--- config.mk ---
export PLATFORM = sky130hd
export DESIGN_NAME = acc_writeback_flat
export DESIGN_NICKNAME = d
export VERILOG_FILES = /design/src/rtl/acc_writeback_if.sv /design/src/rtl/acc_writeback.sv /design/src/flat_wrapper.sv
export SDC_FILE = /design/constraint.sdc
export NUM_CORES = 1
export LEC_CHECK = 0
export CAP_MARGIN = 5
export CORE_MARGIN = 4
export CORE_UTILIZATION = 42
export DETAILED_ROUTE_END_ITERATION = 7
export GPL_TIMING_DRIVEN = 0
export PLACE_DENSITY = 0.67
export SETUP_SLACK_MARGIN = 0.4
export SYNTH_ARGS = -nofsm -noshare
export SYNTH_HDL_FRONTEND = slang
export SYNTH_SLANG_ARGS = --single-unit
--- constraint.sdc ---
create_clock -name clk -period 4 [get_ports clk]
set_input_delay 1 -clock clk [delete_from_list [all_inputs] [get_ports clk]]
set_output_delay 1 -clock clk [all_outputs]
set_load 0.01 [all_outputs]
--- src/rtl/acc_writeback_if.sv ---
// -----------------------------------------------------------------------------
// acc_writeback_if
// Write bus between the accumulator writeback stage and the unified buffer.
//
// Signals:
//   mem_we     write request (driven by master)
//   mem_addr   write address (driven by master)
//   mem_wdata  write data    (driven by master)
//   mem_ready  buffer accepts the write this cycle (driven by slave)
//
// Modports:
//   master  the writeback stage
//   slave   the unified buffer (or a bench model of it)
// -----------------------------------------------------------------------------
interface acc_writeback_if #(
    parameter int DATA_W = 8,
    parameter int ADDR_W = 4
);
    logic              mem_we;
    logic [ADDR_W-1:0] mem_addr;
    logic [DATA_W-1:0] mem_wdata;
    logic              mem_ready;

    modport master (
        output mem_we,
        output mem_addr,
        output mem_wdata,
        input  mem_ready
    );

    modport slave (
        input  mem_we,
        input  mem_addr,
        input  mem_wdata,
        output mem_ready
    );
endinterface

--- src/rtl/acc_writeback.sv ---
// -----------------------------------------------------------------------------
// acc_writeback
// Drains accumulator product rows into the unified buffer. After a start
// command it waits for a rising edge of acc_full, snapshots both row entries,
// pulses acc_clear, then writes the two words at sequential addresses over a
// we/ready handshake. NUM_ROWS rows make one tile; done pulses at the end.
//
// Ports:
//   clk        system clock, rising edge
//   reset      synchronous, active-high; clears all state
//   start      one-cycle tile command, only honoured in IDLE
//   base_addr  first write address, sampled with an accepted start
//   acc_full   accumulator full flag (only its rising edge captures)
//   acc_mem_0  accumulator entry, column 0
//   acc_mem_1  accumulator entry, column 1
//   acc_clear  one-cycle pulse after a snapshot
//   mem        write bus (master side): mem_we, mem_addr, mem_wdata, mem_ready
//   busy       high in every state except IDLE
//   done       one-cycle pulse after the last word of the tile is accepted
//
// Build option:
//   RELU_EN    when defined, negative entries are stored as zero at snapshot
// -----------------------------------------------------------------------------
module acc_writeback #(
    parameter int DATA_W   = 8,
    parameter int NUM_ROWS = 2,
    parameter int ADDR_W   = 4
) (
    input  logic                     clk,
    input  logic                     reset,
    input  logic                     start,
    input  logic        [ADDR_W-1:0] base_addr,
    input  logic                     acc_full,
    input  logic signed [DATA_W-1:0] acc_mem_0,
    input  logic signed [DATA_W-1:0] acc_mem_1,
    output logic                     acc_clear,
    acc_writeback_if.master          mem,
    output logic                     busy,
    output logic                     done
);

    typedef enum logic [1:0] {
        IDLE      = 2'd0,
        WAIT_FULL = 2'd1,
        WRITE     = 2'd2,
        DONE      = 2'd3
    } state_t;

    localparam logic [ADDR_W-1:0] ROW_LAST = ADDR_W'(NUM_ROWS - 1);

    state_t                    state;
    logic        [ADDR_W-1:0]  base;
    logic        [ADDR_W-1:0]  row;
    logic                      col;
    logic                      acc_full_q;
    logic signed [DATA_W-1:0]  row_buf [2];

    wire full_rise = acc_full && !acc_full_q;
    wire beat_done = mem.mem_we && mem.mem_ready;

    // Snapshot conditioning applied to each entry as it is captured.
    function automatic logic signed [DATA_W-1:0] relu(input logic signed [DATA_W-1:0] v);
`ifdef RELU_EN
        return v[DATA_W-1] ? '0 : v;
`else
        return v;
`endif
    endfunction

    // Address of (row, column) within the tile; wraps modulo 2^ADDR_W.
    function automatic logic [ADDR_W-1:0] word_addr(input logic [ADDR_W-1:0] b,
                                                    input logic [ADDR_W-1:0] r,
                                                    input logic              c);
        return b + (r << 1) + {{(ADDR_W-1){1'b0}}, c};
    endfunction

    always_ff @(posedge clk) begin
        if (reset) begin
            state         <= IDLE;
            base          <= '0;
            row           <= '0;
            col           <= 1'b0;
            acc_full_q    <= 1'b0;
            row_buf[0]    <= '0;
            row_buf[1]    <= '0;
            acc_clear     <= 1'b0;
            mem.mem_we    <= 1'b0;
            mem.mem_addr  <= '0;
            mem.mem_wdata <= '0;
            busy          <= 1'b0;
            done          <= 1'b0;
        end else begin
            // The history register follows acc_full in every state, so an edge
            // that arrives while writing is absorbed rather than replayed later.
            acc_full_q <= acc_full;
            acc_clear  <= 1'b0;
            done       <= 1'b0;

            case (state)
                IDLE: begin
                    busy <= 1'b0;
                    if (start) begin
                        base  <= base_addr;
                        row   <= '0;
                        col   <= 1'b0;
                        busy  <= 1'b1;
                        state <= WAIT_FULL;
                    end
                end

                WAIT_FULL: begin
                    if (full_rise) begin
                        row_buf[0]    <= relu(acc_mem_0);
                        row_buf[1]    <= relu(acc_mem_1);
                        acc_clear     <= 1'b1;
                        // First beat is presented straight from the snapshot so
                        // mem_we rises in the cycle right after the capture.
                        mem.mem_we    <= 1'b1;
                        mem.mem_addr  <= word_addr(base, row, 1'b0);
                        mem.mem_wdata <= relu(acc_mem_0);
                        state         <= WRITE;
                    end
                end

                WRITE: begin
                    if (beat_done) begin
                        if (!col) begin
                            col           <= 1'b1;
                            mem.mem_addr  <= word_addr(base, row, 1'b1);
                            mem.mem_wdata <= row_buf[~col];
                        end else begin
                            col        <= 1'b0;
                            mem.mem_we <= 1'b0;
                            if (row == ROW_LAST) begin
                                done  <= 1'b1;
                                state <= DONE;
                            end else begin
                                row   <= row + 1'b1;
                                state <= WAIT_FULL;
                            end
                        end
                    end
                end

                DONE: begin
                    busy  <= 1'b0;
                    state <= IDLE;
                end

                default: begin
                    state <= IDLE;
                end
            endcase
        end
    end

endmodule

--- src/flat_wrapper.sv ---
// flat-port wrapper written by rule: the top's interface ports become plain ports
module acc_writeback_flat 
#(
    parameter int DATA_W   = 8,
    parameter int NUM_ROWS = 2,
    parameter int ADDR_W   = 4
)
  (clk, reset, start, base_addr, acc_full, acc_mem_0, acc_mem_1, acc_clear, busy, done, mem_mem_we, mem_mem_addr, mem_mem_wdata, mem_mem_ready);
  acc_writeback_if #(.DATA_W(DATA_W), .ADDR_W(ADDR_W)) mem_i ();
  input  logic clk;
  input  logic reset;
  input  logic start;
  input  logic        [ADDR_W-1:0] base_addr;
  input  logic acc_full;
  input  logic signed [DATA_W-1:0] acc_mem_0;
  input  logic signed [DATA_W-1:0] acc_mem_1;
  output logic acc_clear;
  output logic busy;
  output logic done;
  output wire logic [$bits(mem_i.mem_we)-1:0] mem_mem_we;
  output wire logic [$bits(mem_i.mem_addr)-1:0] mem_mem_addr;
  output wire logic [$bits(mem_i.mem_wdata)-1:0] mem_mem_wdata;
  input wire logic [$bits(mem_i.mem_ready)-1:0] mem_mem_ready;
  assign mem_mem_we = mem_i.mem_we;
  assign mem_mem_addr = mem_i.mem_addr;
  assign mem_mem_wdata = mem_i.mem_wdata;
  assign mem_i.mem_ready = mem_mem_ready;
  acc_writeback #(.DATA_W(DATA_W), .NUM_ROWS(NUM_ROWS), .ADDR_W(ADDR_W)) u_core (.clk(clk), .reset(reset), .start(start), .base_addr(base_addr), .acc_full(acc_full), .acc_mem_0(acc_mem_0), .acc_mem_1(acc_mem_1), .acc_clear(acc_clear), .mem(mem_i), .busy(busy), .done(done));
endmodule
==> results of run 1 <==
-- sequential cells by signal, indices dropped and copies added (netlist names), 2 cells and up --
signal	flops
u_core.row_buf	16
u_core.mem.mem_wdata	8
u_core.base	4
u_core.mem.mem_addr	4
u_core.row	4
u_core.state	2
-- placed cells by master, fill, tap and decap left out, types with 3 or more instances in the layout --
cell | netlist | routed
mux2i_1 | 18 | 18
a211oi_1 | 3 | 3
nand3_1 | 6 | 6
a31oi_1 | 3 | 3
nand3b_1 | 3 | 3
nor2b_1 | 3 | 3
edfxtp_1 | 16 | 16
a211oi_2 | 3 | 3
nor2_1 | 22 | 22
inv_1 | 4 | 4
a21oi_1 | 18 | 18
nand2_1 | 11 | 11
clkbuf_8 | 0 | 5
o21ai_0 | 4 | 4
buf_1 | 3 | 3
clkdlybuf4s50_1 | 0 | 39
dfxtp_1 | 28 | 28
nand2b_1 | 6 | 6
buf_2 | 3 | 3
and2_1 | 18 | 18
nor2_2 | 3 | 3
ha_1 | 8 | 8
clkbuf_1 | 4 | 6
-- worst max-delay path: stages --
cell and delay, ps:
clkdlybuf4s50_1 490, nand2b_1 180, a221oi_4 540, buf_8 220, mux2i_1 190, nor2_1 50
-- per-stage QoR --
stage                util  worst slack, ps
floorplan               -             1880
global placement    0.541             1160
detailed placement  0.541             1140
CTS                 0.558             1450
global route        0.558             1300
finish              0.558             1480
-- path summary, 6_finish.rpt --
kind	to	from	cells after the start	slack, ps
max	u_core.mem.mem_wdata[4]$_SDFFE_PP0P_	acc_full	6	1480
min	u_core.base[1]$_SDFFE_PP0P_	u_core.base[1]$_SDFFE_PP0P_	2	470
max reg2reg	u_core.mem.mem_wdata[4]$_SDFFE_PP0P_	u_core.state[0]$_SDFFE_PP0P_	8	1870
min reg2reg	u_core.base[1]$_SDFFE_PP0P_	u_core.base[1]$_SDFFE_PP0P_	2	470
-- layout make-up --
type                            count  area [sq um]  area share
Multi-Input combinational cell    150          1040       0.384
Sequential cell                    44          1040       0.385
Inverter                            4          15.0     0.00555
Clock inverter                      1          3.75     0.00139
Timing Repair Buffer               39           390       0.144
Buffer                             11          56.3      0.0208
Tap cell                           67          83.8      0.0310
Clock buffer                        7          76.3      0.0282
-- where the power goes --
group,internal (mW),leakage (nW),switching [mW]
registers,0.560,0.396,0.0517
logic,0.309,0.561,0.327
clock network,0.122,0.0399,0.146
total,0.991,0.996,0.525
-- kinds of logic after synthesis --
logic type,count (synthesis)
flip-flops,44
AO/OA/AOI/OAI,39
buffers and inverters,15
adder cells (fa/ha/maj),9
XOR/XNOR,4
AND/OR/NAND/NOR,80
multiplexers,18
-- per-layer routing --
metal | GRT usage | vias to the layer above | share of wire | wire, um
li1 | - | 826 | - | -
met1 | 0.188 | 775 | 0.47 | 2090
met2 | 0.235 | 37 | 0.46 | 2030
met3 | 0.0497 | 5 | 0.052 | 232
met4 | 0.0515 | 0 | 0.015 | 66
met5 | 0 | - | 0 | 0
==> results.md, run 1 <==
* Outcome: finished, final reports clean
* Routability congestion estimate at slightly below 0.8
* Post-CTS Setup Inserts at 0
* Via count at 1,643
* Synth area leaders: dfxtp_1 26%, edfxtp_1 22%, mux2i_1 8.4%
* Post-CTS resize count at 0
* Max VDD drop at between 200 and 250 uV
* Core area at 4850 sq um
* Total negative setup slack at 0 ps
* Total Wirelength at between 4000 and 5000 um
* Critical path data arrival time at 2680 ps
* Hold slack at ~470 ps
* Antenna violations before repair at 0
* Syn. warnings at 0
* Root Buffer Master: clkbuf_8
* Die area at ~6300 sq um
* Req. time, crit path at roughly 4200 ps
* Most frequent cells after synthesis: 28 x dfxtp_1, 22 x nor2_1, 18 x a21oi_1, 18 x and2_1, 18 x mux2i_1
* FMAX at 397 MHz
* Post-synthesis adder-cell area fraction at 0.0558
* Clk_lat worst skew at approximately 290 ps
* Syn_area_per_cell at between 10 and 15 sq um
* Antenna diodes at 0
* Async SR Flop Fraction at 0
* Nets at approximately 290
* Max-slew violation count at 0
* Vias in the first global route at 1,555
* Clk_skew at 4.41 ps
* Lkg Pwr at roughly 1 nW
* First-pass GRT wire length at slightly above 7000 um
* Crit path max fanout at 10
* Main flop type after synthesis: dfxtp_1
* DR pass1 iterations at 4
* Post-synthesis simple-gate area fraction at 0.198
* Initial DRC Count at between 70 and 80
* Largest net degree at the start of global routing at 17
* Final hold vios at 0
* CTS Buffer Depth at 2
* Critical Path Source Type: primary input
* Post-synthesis compound-gate area fraction at 0.129
* Total CTS buffers at 5
* Global route overflow at 0
* Worst Tran Pin Value at approximately 700 ps
* Largest family of logic cells by synthesized area: simple AND/OR/NAND/NOR gates
* Synthesized area at roughly 2200 sq um
* Placed Area at between 2000 and 3000 sq um
* Fin crit period at approximately 2500 ps
* Inst Count DP at around 320
* CTS tree: done
* H-tree depth at 2
* Post-Layout Cell Count at between 300 and 400
* Total power draw at roughly 1.5 mW
* Post-synth EDFFs at 16
* Post-route cell area at around 2700 sq um
* Reg clk slew, reported paths at about 80 ps
* I/O pins at 41
* Cells after Synth at between 200 and 250
* Effective utilization at floorplan at 0.444
* Final Setup Violations at 0
* Tcrit/Tclk final at 0.630
* Power density over the cells at 560 nW/um^2
* Drc violations at 0
* Crit. End Element: register
* Synth cell types at 37
* Hold Path Class: register to register
* Max_cap viols at 0
* Share of cells above drive strength 1 at 0.0742
* Mapped Nets at roughly 240
* Area growth syn-to-layout at 25.8%
* Die Wd at between 70 and 80 um
* Post-synthesis mux area share at 0.0838
* Seq/Total Area, Yosys at 0.484
* PortBufs at 39
* All-Layer GR Usage at 0.148
* Drt wl/cell at ~14 um
* ANT nets after route at 0
* #FFs+latches synth at between 40 and 50
* Fill count at roughly 460
* Post-Synth XOR/XNOR Area at 0.0163
* FP Rows at 25
* Worst Path Class, Setup: primary input to register
* Post-CTS Hold Buffers at 0
* Worst slew margin at 0.533
* Sink Count at between 40 and 50
* Chip Height at 79.6 um
* Top-count cell post-synth: dfxtp_1
* Dpl hpwl at between 3000 and 4000 um
* RSZ-0062 raised after global routing: false
* Synth area leader: dfxtp_1
* Vias per inst at a little over 5
* Synth top area share at 0.261
Note: power is estimated with default switching activity, not from simulation.
==> run 2, diff against run 1 <==
Settings changed: PLACE_DENSITY 0.67 to 0.69.
Clock period 4 ns to 2.1 ns, I/O delays scaled along.
==> run 2 against run 1 <==
Worst setup slack worse by 1100 ps. Sequential share of layout area shrank 3.3 points. Die area stayed put. Count of clock-buffer cells in the layout decreased by 1. First-iteration DRC count is 25% higher. Register-to-register slack worse by 1500 ps. Critical path type is now register to register. Largest power group unchanged.
==> results.md, run 2 (synthesis gave the netlist of run 1 again) <==
* Crit path launch: u_core.state[0]$_SDFFE_PP0P_
* Vias per inst at about 5.2
* Routability congestion estimate at 0.797
* ANT nets after route at 0
* Worst-case reg-to-reg path depth at 9
* Via count at between 1,500 and 2,000
* Critical Path Source Type: register
* Antenna violations before repair at 0
* R2r endpoint: u_core.mem.mem_wdata[7]$_SDFFE_PP0P_
* DR pass1 iterations at 4
* Register name with the most flops: u_core.row_buf
* Power density over the cells at between 1000 and 1500 nW/um^2
* Outcome: finished, final reports clean
* Final Setup Violations at 0
* Final hold vios at 0
* All-Layer GR Usage at 0.159
* Global route overflow at 0
* Final worst slack at approximately 410 ps
* Total negative setup slack at 0 ps
* Crit path max fanout at 7
* Clk_skew at 8.52 ps
* Post-CTS Hold Buffers at 0
* I/O pins at between 40 and 50
* CTS tree: done
* Pre-CTS WS at -298 ps
* Largest net degree at the start of global routing at 17
* Int Power at roughly 2.3 mW
* PortBufs at 39
* Initial DRC Count at 96
* Chip Height at 79.6 um
* Total Wirelength at 4890 um
* Fill count at around 420
* Root Buffer Master: clkbuf_8
* Max_cap viols at 0
* Clk_lat worst skew at 290 ps
* Area growth syn-to-layout at 39.4%
* Worst reg2reg startpoint: u_core.state[0]$_SDFFE_PP0P_
* Commonest non-fill, non-tap cell in the layout: dfxtp_1
* Dpl hpwl at between 3000 and 4000 um
* Worst R2R Setup Slack at roughly 410 ps
* Met2 WL at between 2000 and 2500 um
* Max VDD drop at about 580 uV
* M1 WL at about 2200 um
* Commonest cells after routing, fill and taps aside: 23 x dfxtp_1, 21 x nor2_1, 21 x clkdlybuf4s50_1
* Tcrit/Tclk final at 0.806
* Vias in the first global route at roughly 1,700
* Worst slew margin at 0.609
* Flop pwr share at 0.345
* Die area at 6330 sq um
* Die Wd at about 80 um
* Hold Path Class: register to register
* Met3 wire len at ~260 um
* Net Sw Power at approximately 1.1 mW
* RSZ-0062 raised after global routing: true
* Share of total power in the clock network at 0.198
* H-tree depth at 2
* Core area at slightly below 5000 sq um
* Worst Path Class, Setup: register to register
* Reg clk slew, reported paths at ~90 ps
* Total CTS buffers at 5
* Lkg Pwr at 1.25 nW
* Fin crit period at 1690 ps
* First-pass GRT wire length at 7870 um
* Share of cells above drive strength 1 at 0.210
* Crit. End Element: register
* Max-slew violation count at 0
* Drt wl/cell at around 15 um
* Drc violations at 0
* Antenna diodes at 0
* Req. time, crit path at 2270 ps
* CP Capture Point: u_core.mem.mem_wdata[7]$_SDFFE_PP0P_
* FMAX at a little under 600 MHz
* Regs by FF count: u_core.row_buf: 16 flops, u_core.mem.mem_wdata: 8 flops
* Critical path data arrival time at approximately 1900 ps
* Switching share of power at 0.332
* Combinational Power Share at 0.457
* Highest routed layer: met4
* Nets at 300
* FP Rows at 25
* Sink Count at 44
* CTS Buffer Depth at 2
* Largest register FFs at 16
* Effective utilization at floorplan at 0.444
* Worst Tran Pin Value at between 500 and 600 ps
## run 2: cell types whose count changed in the layout (fill, tap and decap cells not counted), sizes merged
cell,change
dlymetal6s2s,+5
dlygate4sd2,+13
clkdlybuf4s50,-18
clkbuf,-2
bufinv,+1
buf,+12
## run 2: worst max-delay path: stages, from the launching register on
cell	delay (ps)
dfxtp_4	360
inv_4	40
ha_4	160
buf_6	130
a21boi_4	140
a221oi_4	180
buf_6	180
buf_8	130
mux2i_1	200
nor2_1	50
## run 2: power groups by stage
stage / clock, mW / combinational, mW / sequential [mW]
2_1_floorplan: 0 / 0.819 / 1.24
3_3_place_gp: 0 / 1.25 / 1.20
3_5_place_dp: 0 / 1.27 / 1.21
4_1_cts: 0.697 / 1.51 / 1.18
5_1_grt: 0.734 / 1.71 / 1.21
6_report: 0.681 / 1.57 / 1.18
## run 2: worst min path at each step
stage	cells past startpoint	startpoint	slack (ps)	endpoint
global route	2	u_core.base[3]$_SDFFE_PP0P_	520	u_core.base[3]$_SDFFE_PP0P_
finish	2	u_core.base[3]$_SDFFE_PP0P_	480	u_core.base[3]$_SDFFE_PP0P_
CTS	2	u_core.base[3]$_SDFFE_PP0P_	480	u_core.base[3]$_SDFFE_PP0P_
floorplan	2	u_core.base[1]$_SDFFE_PP0P_	440	u_core.base[1]$_SDFFE_PP0P_
global placement	2	u_core.base[3]$_SDFFE_PP0P_	460	u_core.base[3]$_SDFFE_PP0P_
detailed placement	2	u_core.base[3]$_SDFFE_PP0P_	470	u_core.base[3]$_SDFFE_PP0P_
## run 2: stage by stage
stage / hold slack, ps / power, mW / util / instances / instance area, sq um
5_1_grt: 522 / 3.65 / 0.618 / 334 / 3000
2_1_floorplan: 440 / 2.05 / - / 209 / 2200
4_1_cts: 482 / 3.38 / 0.600 / 332 / 2910
3_3_place_gp: 460 / 2.45 / 0.551 / 315 / 2670
3_5_place_dp: 470 / 2.47 / 0.551 / 315 / 2670
6_report: 479 / 3.43 / 0.618 / 334 / 3000
## run 2: cell type report
type                    instances  area, sq um  share of cell area
multi-input cells             150         1150               0.382
flip-flops and latches         44         1050               0.352
repair buffers                 50          497               0.166
clock inverters                 2         38.8              0.0129
plain buffers                  11         75.1              0.0250
well taps                      67         83.8              0.0280
clock buffers                   6         82.6              0.0275
inverters                       4         20.0             0.00668
## run 2: timing repair
item	4_1_cts	5_1_grt
gates resized for setup	30	23
cloned	1	0
setup buffers	8	2
pin swaps	2	11
hold endpoints to repair	0	0
endpoints found under the setup margin	54	30
## run 2: metal layers
layer,track usage,vias to the layer above
met2,0.265,49
met3,0.0361,6
met1,0.204,824
met4,0.0447,0
li1,-,846
met5,0,-
